## src/rtl/oled_pkg.sv

```systemverilog
// Shared definitions for the OLED frame streamer: FSM state encoding,
// SSD1331-style window command bytes, and the colour-bar palette used by the
// optional test pattern (enabled by defining OLED_TESTPAT_EN).
package oled_pkg;

  typedef enum logic [2:0] {
    ST_IDLE  = 3'd0,
    ST_CMD   = 3'd1,
    ST_FETCH = 3'd2,
    ST_SHIFT = 3'd3,
    ST_DONE  = 3'd4
  } state_t;

  localparam logic [7:0] CMD_SET_COL   = 8'h15;
  localparam logic [7:0] CMD_SET_ROW   = 8'h75;
  localparam int         NUM_CMD_BYTES = 6;

  // Eight vertical bars, 12 columns each at the default 96-column width.
  localparam logic [15:0] BAR_COLOURS [8] = '{
    16'hFFFF, 16'hFFE0, 16'h07FF, 16'h07E0,
    16'hF81F, 16'hF800, 16'h001F, 16'h0000
  };

  // Command byte sequence: set column window 0..col_end, set row window 0..row_end.
  function automatic logic [7:0] cmd_byte(input logic [2:0] ptr,
                                          input logic [7:0] col_end,
                                          input logic [7:0] row_end);
    case (ptr)
      3'd0:    cmd_byte = CMD_SET_COL;
      3'd1:    cmd_byte = 8'h00;
      3'd2:    cmd_byte = col_end;
      3'd3:    cmd_byte = CMD_SET_ROW;
      3'd4:    cmd_byte = 8'h00;
      default: cmd_byte = row_end;
    endcase
  endfunction

  // Bar colour for a column; columns past the eighth bar stay on the last colour.
  function automatic logic [15:0] bar_colour(input logic [12:0] col);
    logic [12:0] bar;
    bar = col / 13'd12;
    if (bar > 13'd7) bar = 13'd7;
    return BAR_COLOURS[bar[2:0]];
  endfunction

endpackage

```

## src/rtl/spi_byte_shifter.sv

```systemverilog
// SPI shifter: generates sclk (idle high) and shifts an 8- or 16-bit word
// MSB first. A load falls sclk and presents the MSB on the same clk; sclk rises
// CLK_DIV clks later and each bit lasts 2*CLK_DIV clks. done is a combinational
// strobe during the final clk of the last bit, so a load issued in response
// starts the next word with no gap.
module spi_byte_shifter
  import oled_pkg::*;
#(
  parameter int CLK_DIV = 4
) (
  input  logic        clk,
  input  logic        reset,
  input  logic        load,
  input  logic        len16,
  input  logic [15:0] word,
  output logic        sclk,
  output logic        sdin,
  output logic        done
);

  localparam logic [7:0] DIV_LAST = 8'(CLK_DIV - 1);

  logic        active;
  logic [7:0]  div_cnt;
  logic [3:0]  bit_cnt;   // bits still to send after the current one
  logic [14:0] shreg;
  logic        half_end;

  assign half_end = active && (div_cnt == DIV_LAST);
  assign done     = half_end && sclk && (bit_cnt == 4'd0);

  // sclk divider and MSB-first shift; load wins over the end of the current word.
  always_ff @(posedge clk) begin
    if (reset) begin
      active  <= 1'b0;
      div_cnt <= 8'd0;
      bit_cnt <= 4'd0;
      shreg   <= 15'd0;
      sclk    <= 1'b1;
      sdin    <= 1'b0;
    end else if (load) begin
      active  <= 1'b1;
      div_cnt <= 8'd0;
      bit_cnt <= len16 ? 4'd15 : 4'd7;
      shreg   <= word[14:0];
      sclk    <= 1'b0;
      sdin    <= word[15];
    end else if (half_end) begin
      div_cnt <= 8'd0;
      if (!sclk) begin
        sclk <= 1'b1;
      end else if (bit_cnt != 4'd0) begin
        sclk    <= 1'b0;
        sdin    <= shreg[14];
        shreg   <= {shreg[13:0], 1'b0};
        bit_cnt <= bit_cnt - 4'd1;
      end else begin
        active <= 1'b0;
      end
    end else if (active) begin
      div_cnt <= div_cnt + 8'd1;
    end
  end

endmodule

```

## src/rtl/oled_frame_streamer.sv

```systemverilog
// Streams one full RGB565 frame to an SPI OLED: six window command bytes,
// then WIDTH*HEIGHT pixels fetched from a registered pixel source.
// Define OLED_TESTPAT_EN to add a test_en input that substitutes colour bars.
// Handshake: start is sampled only in IDLE; it is ignored (not queued) while
// busy. pixel_index is held two clks before each pixel word is latched, since
// pixel_data follows pixel_index with one clk of latency.
module oled_frame_streamer
  import oled_pkg::*;
#(
  parameter int CLK_DIV = 4,
  parameter int WIDTH   = 96,
  parameter int HEIGHT  = 64
) (
  input  logic        clk,
  input  logic        reset,
  input  logic        start,
`ifdef OLED_TESTPAT_EN
  input  logic        test_en,
`endif
  output logic [12:0] pixel_index,
  input  logic [15:0] pixel_data,
  output logic        cs,
  output logic        sclk,
  output logic        sdin,
  output logic        d_cn,
  output logic        busy,
  output logic        frame_done,
  output logic [2:0]  state_dbg
);

  localparam logic [12:0] LAST_PIX = 13'(WIDTH * HEIGHT - 1);
  localparam logic [2:0]  LAST_CMD = 3'(NUM_CMD_BYTES - 1);
  localparam logic [7:0]  COL_END  = 8'(WIDTH - 1);
  localparam logic [7:0]  ROW_END  = 8'(HEIGHT - 1);

  state_t      state;
  logic [2:0]  byte_ptr;
  logic        fetch_cnt;
  logic        sh_load;
  logic        sh_len16;
  logic        sh_done;
  logic [15:0] sh_word;
  logic [15:0] pix_word;

  assign state_dbg = state;

`ifdef OLED_TESTPAT_EN
  logic [12:0] col;

  // Column tracker for the colour bars; follows pixel_index row by row.
  always_ff @(posedge clk) begin
    if (reset) begin
      col <= 13'd0;
    end else if (state == ST_CMD && sh_done && byte_ptr == LAST_CMD) begin
      col <= 13'd0;
    end else if (state == ST_SHIFT && sh_done && pixel_index != LAST_PIX) begin
      col <= (col == 13'(WIDTH - 1)) ? 13'd0 : col + 13'd1;
    end
  end

  assign pix_word = test_en ? bar_colour(col) : pixel_data;
`else
  assign pix_word = pixel_data;
`endif

  // Shifter load requests: first command byte on start, chained command bytes, pixel words.
  always_comb begin
    sh_load  = 1'b0;
    sh_len16 = 1'b0;
    sh_word  = 16'h0000;
    case (state)
      ST_IDLE: begin
        if (start) begin
          sh_load = 1'b1;
          sh_word = {cmd_byte(3'd0, COL_END, ROW_END), 8'h00};
        end
      end
      ST_CMD: begin
        if (sh_done && byte_ptr != LAST_CMD) begin
          sh_load = 1'b1;
          sh_word = {cmd_byte(byte_ptr + 3'd1, COL_END, ROW_END), 8'h00};
        end
      end
      ST_FETCH: begin
        if (fetch_cnt) begin
          sh_load  = 1'b1;
          sh_len16 = 1'b1;
          sh_word  = pix_word;
        end
      end
      default: ;
    endcase
  end

  // Frame sequencing FSM with registered outputs.
  always_ff @(posedge clk) begin
    if (reset) begin
      state       <= ST_IDLE;
      cs          <= 1'b1;
      d_cn        <= 1'b0;
      busy        <= 1'b0;
      frame_done  <= 1'b0;
      pixel_index <= 13'd0;
      byte_ptr    <= 3'd0;
      fetch_cnt   <= 1'b0;
    end else begin
      case (state)
        ST_IDLE: begin
          if (start) begin
            state    <= ST_CMD;
            cs       <= 1'b0;
            busy     <= 1'b1;
            d_cn     <= 1'b0;
            byte_ptr <= 3'd0;
          end
        end
        ST_CMD: begin
          if (sh_done) begin
            if (byte_ptr == LAST_CMD) begin
              state       <= ST_FETCH;
              pixel_index <= 13'd0;
              fetch_cnt   <= 1'b0;
            end else begin
              byte_ptr <= byte_ptr + 3'd1;
            end
          end
        end
        ST_FETCH: begin
          if (fetch_cnt) begin
            state     <= ST_SHIFT;
            d_cn      <= 1'b1;
            fetch_cnt <= 1'b0;
          end else begin
            fetch_cnt <= 1'b1;
          end
        end
        ST_SHIFT: begin
          if (sh_done) begin
            if (pixel_index == LAST_PIX) begin
              state      <= ST_DONE;
              cs         <= 1'b1;
              frame_done <= 1'b1;
            end else begin
              state       <= ST_FETCH;
              pixel_index <= pixel_index + 13'd1;
            end
          end
        end
        ST_DONE: begin
          state      <= ST_IDLE;
          frame_done <= 1'b0;
          busy       <= 1'b0;
          d_cn       <= 1'b0;
        end
        default: state <= ST_IDLE;
      endcase
    end
  end

  spi_byte_shifter #(.CLK_DIV(CLK_DIV)) u_shifter (
    .clk   (clk),
    .reset (reset),
    .load  (sh_load),
    .len16 (sh_len16),
    .word  (sh_word),
    .sclk  (sclk),
    .sdin  (sdin),
    .done  (sh_done)
  );

endmodule

```

## config.mk

```make
export PLATFORM = sky130hd
export DESIGN_NAME = oled_frame_streamer
export DESIGN_NICKNAME = d
export VERILOG_FILES = /design/src/rtl/oled_pkg.sv /design/src/rtl/spi_byte_shifter.sv /design/src/rtl/oled_frame_streamer.sv
export SDC_FILE = /design/constraint.sdc
export NUM_CORES = 1
export LEC_CHECK = 0
export BUFFER_PORTS_ARGS = -buffer_cell sky130_fd_sc_hd__buf_2
export CORE_MARGIN = 2
export CORE_UTILIZATION = 37
export CTS_CLUSTER_DIAMETER = 60
export CTS_CLUSTER_SIZE = 28
export DETAILED_ROUTE_END_ITERATION = 10
export GPL_TIMING_DRIVEN = 1
export PLACE_DENSITY_LB_ADDON = 0.3
export SYNTH_ARGS = -nofsm -noshare
export SYNTH_HDL_FRONTEND = slang
export SYNTH_SLANG_ARGS = --single-unit
```

## constraint.sdc

```tcl
create_clock -name clk -period 2.85 [get_ports clk]
set_input_delay 0.1425 -clock clk [delete_from_list [all_inputs] [get_ports clk]]
set_output_delay 0.1425 -clock clk [all_outputs]
set_load 0.05 [all_outputs]
```

# ---- Word-level counts from Yosys, hierarchy flattened
# Cells that the tools add are included.
dict set report word_totals {
  word_cells 129
  output_inout_bits 22
  regBits 54
}
dict set report classes {
  n_mux 60
  n_addsub 4
  n_eq_ne 21
  n_reduce_logical 30
}
# cell n
set ops {}
lappend ops {{two-way mux 15 bit} 5}
lappend ops {{two-way mux 13 bit} 5}
lappend ops {{one-hot mux 16 bit (3 select lines)} 1}
lappend ops {{one-hot mux 7 bit (4 select lines)} 1}
lappend ops {{two-way mux 3 bit} 9}
lappend ops {{one-hot mux 13 bit (2 select lines)} 1}
lappend ops {{two-way mux 1 bit} 24}
lappend ops {{two-way mux 4 bit} 5}
lappend ops {{!= test 2 bit (second input constant)} 9}
lappend ops {{nonzero test 2 bit} 9}
lappend ops {{two-way mux 16 bit} 1}
lappend ops {{AND reduction 3 bit} 5}
lappend ops {{adder 13 x 1 -> 13 bit (second input constant)} 1}
lappend ops {{== test 13 bit (second input constant)} 1}
lappend ops {{== test 3 x 2 -> 1 bit (second input constant)} 4}
lappend ops {{one-hot mux 3 bit (4 select lines)} 1}
lappend ops {{AND reduction 5 bit} 2}
lappend ops {{== test 3 bit (second input constant)} 3}
lappend ops {{adder 8 x 1 -> 8 bit (second input constant)} 1}
lappend ops {{== test 8 x 2 -> 1 bit (second input constant)} 1}
lappend ops {{one-hot mux 1 bit (2 select lines)} 4}
lappend ops {{AND reduction 4 bit} 2}
lappend ops {{== test 3 x 1 -> 1 bit (second input constant)} 2}
lappend ops {{logical NOT 3 bit} 2}
lappend ops {{12 further kinds} 16}

# ---- Depth between registers and ports, before layout
dict set report logic_depth {
  word_depth 9
  ltp_mapped 8
  mapped_depth_nobuf 7
}

# ---- Hierarchy
# From an unflattened synthesis, not the netlist that was laid out.
dict set report unflattened {
  hier_cells 393
  area_unflattened_um2 3482.1
}
# module area_each_um2 instances cells_per_inst
set by_module_without_submodules {}
lappend by_module_without_submodules {spi_byte_shifter 1835.5 1 192}
lappend by_module_without_submodules {oled_frame_streamer 1646.6 1 201}

# ---- Least setup slack after synthesis
# OpenSTA, ideal clock, no wires.
dict set report synth_timing {
  path_kind {register to register}
  startpoint {reg u_shifter.sclk}
  endpoint {reg u_shifter.shreg[5]}
  setup_slack_ns 0.470
  stages_incl_launch_ff 7
  arrival_time_ns 2.249
  n_path_buf 1
  required_ns 2.718
  setup_ns 0.132
  period_less_slack_ns 2.380
  path_cell_list {dfxtp_1 -> or4bb_1 -> nor3_1 -> a21oi_1 -> clkbuf_1 -> a221oi_1 -> nor3_1}
}
dict set report synth_between {
  elab_chain_cells 7
  elab_cells_between_ends 10
  classes_between {mux: 3; reduce/logical: 7}
}
# element line_no
set synth_lines {}
lappend synth_lines {{start: declaration} spi_byte_shifter.sv:16} ;# output logic sclk,
lappend synth_lines {{start signal: assignment} spi_byte_shifter.sv:39} ;# sclk <= 1'b1;
lappend synth_lines {{start signal: assignment} spi_byte_shifter.sv:46} ;# sclk <= 1'b0;
lappend synth_lines {{start signal: assignment} spi_byte_shifter.sv:51} ;# sclk <= 1'b1;
lappend synth_lines {{logical AND 1 bit (2 in a row)} spi_byte_shifter.sv:30} ;# assign done = half_end && sclk && (bit_cnt == 4'd0);
lappend synth_lines {{logical AND 1 bit} oled_frame_streamer.sv:79} ;# if (sh_done && byte_ptr != LAST_CMD) begin
lappend synth_lines {{two-way mux 1 bit} oled_frame_streamer.sv:79}
lappend synth_lines {{one-hot mux 1 bit (3 select lines)} oled_frame_streamer.sv:71} ;# case (state)
lappend synth_lines {{nonzero test 2 bit (no source line)} --}
lappend synth_lines {{AND reduction 3 bit (no source line)} --}
lappend synth_lines {{end signal: assignment} spi_byte_shifter.sv:45} ;# shreg <= word[14:0];
lappend synth_lines {{end signal: assignment} spi_byte_shifter.sv:55} ;# shreg <= {shreg[13:0], 1'b0};
lappend synth_lines {{end: declaration} spi_byte_shifter.sv:26} ;# logic [14:0] shreg;
# Several ways; a longest one is shown, not always the timed one.
# A chain may end at the register's enable or synchronous reset.

# ---- Worst setup path after layout
dict set report layout_timing {
  startpoint {reg u_shifter.bit_cnt[0]}
  endpoint {reg pixel_index[7]}
}
dict set report layout_between {
  elab_chain_cells 4
  elab_cells_between_ends 5
  classes_between {eq/ne: 2; reduce/logical: 3}
}
# element line_no
set layout_lines {}
lappend layout_lines {{start: declaration} spi_byte_shifter.sv:25} ;# logic [3:0] bit_cnt;
lappend layout_lines {{start signal: assignment} spi_byte_shifter.sv:44} ;# bit_cnt <= len16 ? 4'd15 : 4'd7;
lappend layout_lines {{start signal: assignment} spi_byte_shifter.sv:56} ;# bit_cnt <= bit_cnt - 4'd1;
lappend layout_lines {{logical NOT 4 bit *} spi_byte_shifter.sv:30}
lappend layout_lines {{logical AND 1 bit *} spi_byte_shifter.sv:30}
lappend layout_lines {{!= test 2 bit (no source line)} --}
lappend layout_lines {{AND reduction 5 bit (no source line) *} --}
lappend layout_lines {{end signal: assignment} oled_frame_streamer.sv:145} ;# pixel_index <= pixel_index + 13'd1;
lappend layout_lines {{end: declaration} oled_frame_streamer.sv:20} ;# output logic [12:0] pixel_index,
# Every way passes the cells marked *; elsewhere a longest branch is shown, timed or not.

==> impl_metrics.toml <==
[placement]
dp_hpwl_mm = 4.19
dp_worst_setup_slack_ps = 347
gp_congestion = 0.803
port-buffer-count = 40

[pwr]
leakage_nw = 1.19
total_power_mw = 1.57
peakVddDrop_mv = 0.236
power_density_nw_per_um2 = 506

[sta]
period_minus_slack_ps = 2540
hold_viol_final = 0
tns_ps = 0
setup_viol_count_final = 0
post-route-period-util_pct = 89.1
worst_slew_pin_slew_ps = 688
fmax_ghz = 0.394
maxSlewViolCount = 0
rsz0062_at_grt = "no"
worst_slack_ps = 311
clock_skew_ps = 6.30
relSlewSlack_pct = 54.1

[synthesis]
yosysSeqAreaShare_pct = 40.5
synth_cells = 307
synth-xor-area-share_pct = 3.94
ys.flop_type = "dfxtp_1"
synth_fp_nets = 335
syn_area_um2 = 2670
synth-async-reset-ratio_pct = 0
synth_warnings = 0
synth_compound_area_share_pct = 17.3
synth_top_area_share_pct = 40.5
yosys-top-cells-area = "dfxtp_1, a21oi_1, ha_1, nor2_1, a221oi_1"
synth_mux_area_share_pct = 3.61
synth_edf_count = 0
yosysUniqueCellTypes = 52
ys_seq_elements = 54
yosys.area.top_type = "dfxtp_1"
syn_avg_cell_area_um2 = 8.70
synthAdderAreaFrac_pct = 4.22
synth_top_family_by_area = "simple AND/OR/NAND/NOR gates"
synthSimpleGateAreaFrac_pct = 26.4

[die]
core-area_um2 = 6910
initial_core_util_pct = 38.7
die_w_um = 89.0
die_h_um = 89.0
io_pins = 41
die_area_um2 = 7910
rows = 30

[global_routing]
grt_overflow = 0
grt_max_degree = 38
grt_usage_pct = 16.1
grt_pass1_vias = 2130
grt_first_pass_wirelength_mm = 10.0
grt_antenna_before_repair = 0

[cts]
cts_hold_buf = 0
cts.sinks = 54
clk_latency_ps = 310
cts_root_buffer = "clkbuf_8"
cts-resized-gates = 0
cts_made_buffers = 5
cts.htree.levels = 2
cts.path.max_buffers = 2
tritoncts = "done"
postCtsSetupBuffers = 0
clk_pin_slew_ps = 100

[critical_path]
critPathCaptureType = "flop"
cp_max_fo = 17
cp.arrival_ps = 2790
crit_path_start_kind = "flop"
r2r_cells = 7
required_ps = 3100
crit_type = "flop to flop"

[drt]
drt_iter0_drc = 108
wl_met1_mm = 2.92
vias_per_cell = 5.36
drtAntennaViolNets = 0
first_pass_iters = 4
wl_mm = 5.95
top_layer = "met4"
wl_met2_mm = 2.73
wl_per_cell_um = 13.6
wl_met3_um = 210
num_vias = 2351
drc = 0

[cells_and_area]
drive_above_1_share_pct = 17.8
fin_nets = 370
area_delta_synth_final_pct = 16.0
diodes = 0

[flow_run]
maxCapViolCount = 0

[run_status]
status = "complete, no violations"

[hold_path]
hold_depth = 3
hold_path_class = "input pin to flop"
-- through the flow --
stage               util, %  area, µm²  hold slack, ps  instances
floorplan                 -       2670             291        307
global placement       42.8       2960             380        431
detailed placement     42.8       2960             395        431
CTS                    44.9       3100            63.7        439
global route           44.9       3100            84.3        439
finish                 44.9       3100            63.2        439
-- cell usage in the layout (no fill, tap or decap), types with 2 or more instances in the layout --
cell / instances
nor3b_1: 2
buf_4: 4
and2_1: 2
buf_2: 40
nor3_1: 11
a22oi_1: 2
a222oi_1: 2
o31ai_1: 5
bufinv_16: 2
nand2_1: 25
a41oi_1: 2
o21ai_0: 8
or4_1: 6
a21o_1: 2
and3_1: 2
nor2b_1: 10
ha_1: 9
inv_1: 11
clkbuf_8: 6
nor2_1: 26
nand3_1: 11
mux2i_1: 7
dfxtp_1: 54
a211oi_1: 2
xor2_1: 6
xnor2_1: 6
a21oi_1: 26
nand4_1: 7
a221oi_1: 11
nand2b_1: 5
or3_1: 9
-- per-layer routing --
| layer | track usage [%] | vias to the layer above |
|---|---|---|
| li1 | - | 1189 |
| met3 | 3.14 | 7 |
| met4 | 5.83 | 0 |
| met1 | 22.0 | 1111 |
| met5 | 0 | - |
| met2 | 25.3 | 44 |
-- cells in the mapped netlist, types with 8 or more instances --
library cell / number
dfxtp_1: 54
a21oi_1: 26
nor2_1: 26
nand2_1: 25
clkbuf_1: 14
a221oi_1: 11
inv_1: 11
nand3_1: 11
nor3_1: 11
nor2b_1: 10
ha_1: 9
or3_1: 9
o21ai_0: 8
-- cells by family after synthesis --
| group | Yosys count |
|---|---|
| fa+ha+maj | 9 |
| mux | 9 |
| compound gates | 67 |
| flops | 54 |
| xor+xnor | 12 |
| simple gates | 129 |
| buf+inv | 27 |
-- final cells by class --
type,instances,area [µm²]
timing repair buffer,44,230
multi-input combinational,226,1480
clock inverter,2,60.1
clock buffer,6,82.6
fill,709,3810
tap,96,120
sequential,54,1080
inverter,11,41.3
-- registers in the layout, indices dropped and copies added, names as in the netlist, 3 cells and up --
signal             count
u_shifter.shreg       15
pixel_index           13
u_shifter.div_cnt      8
u_shifter.bit_cnt      4
byte_ptr               3
state_dbg              3
-- worst max-delay path: stages (launching register included) --
cell and delay (ps):
dfxtp_1 330, inv_1 110, ha_1 170, or4bb_1 550, a2111oi_4 350, nand3_2 340
or4_1 480, a21oi_1 160
-- where the power goes --
group          internal [mW]  switching, mW  total (mW)
Combinational         0.0524         0.0831       0.135
Clock                  0.375          0.262       0.637
Sequential             0.776         0.0184       0.795
-- worst paths after layout --
kind	start	end	slack (ps)
worst min-delay path	pixel_data[0]	u_shifter.shreg[0]$_SDFFE_PP0P_	60
worst max register to register	u_shifter.bit_cnt[0]$_SDFFE_PP0P_	pixel_index[7]$_SDFFE_PP0P_	310
worst max-delay path	u_shifter.bit_cnt[0]$_SDFFE_PP0P_	pixel_index[7]$_SDFFE_PP0P_	310
worst min register to register	u_shifter.shreg[13]$_SDFFE_PP0P_	u_shifter.shreg[13]$_SDFFE_PP0P_	480
No activity file was read; power rests on OpenSTA's default activity.
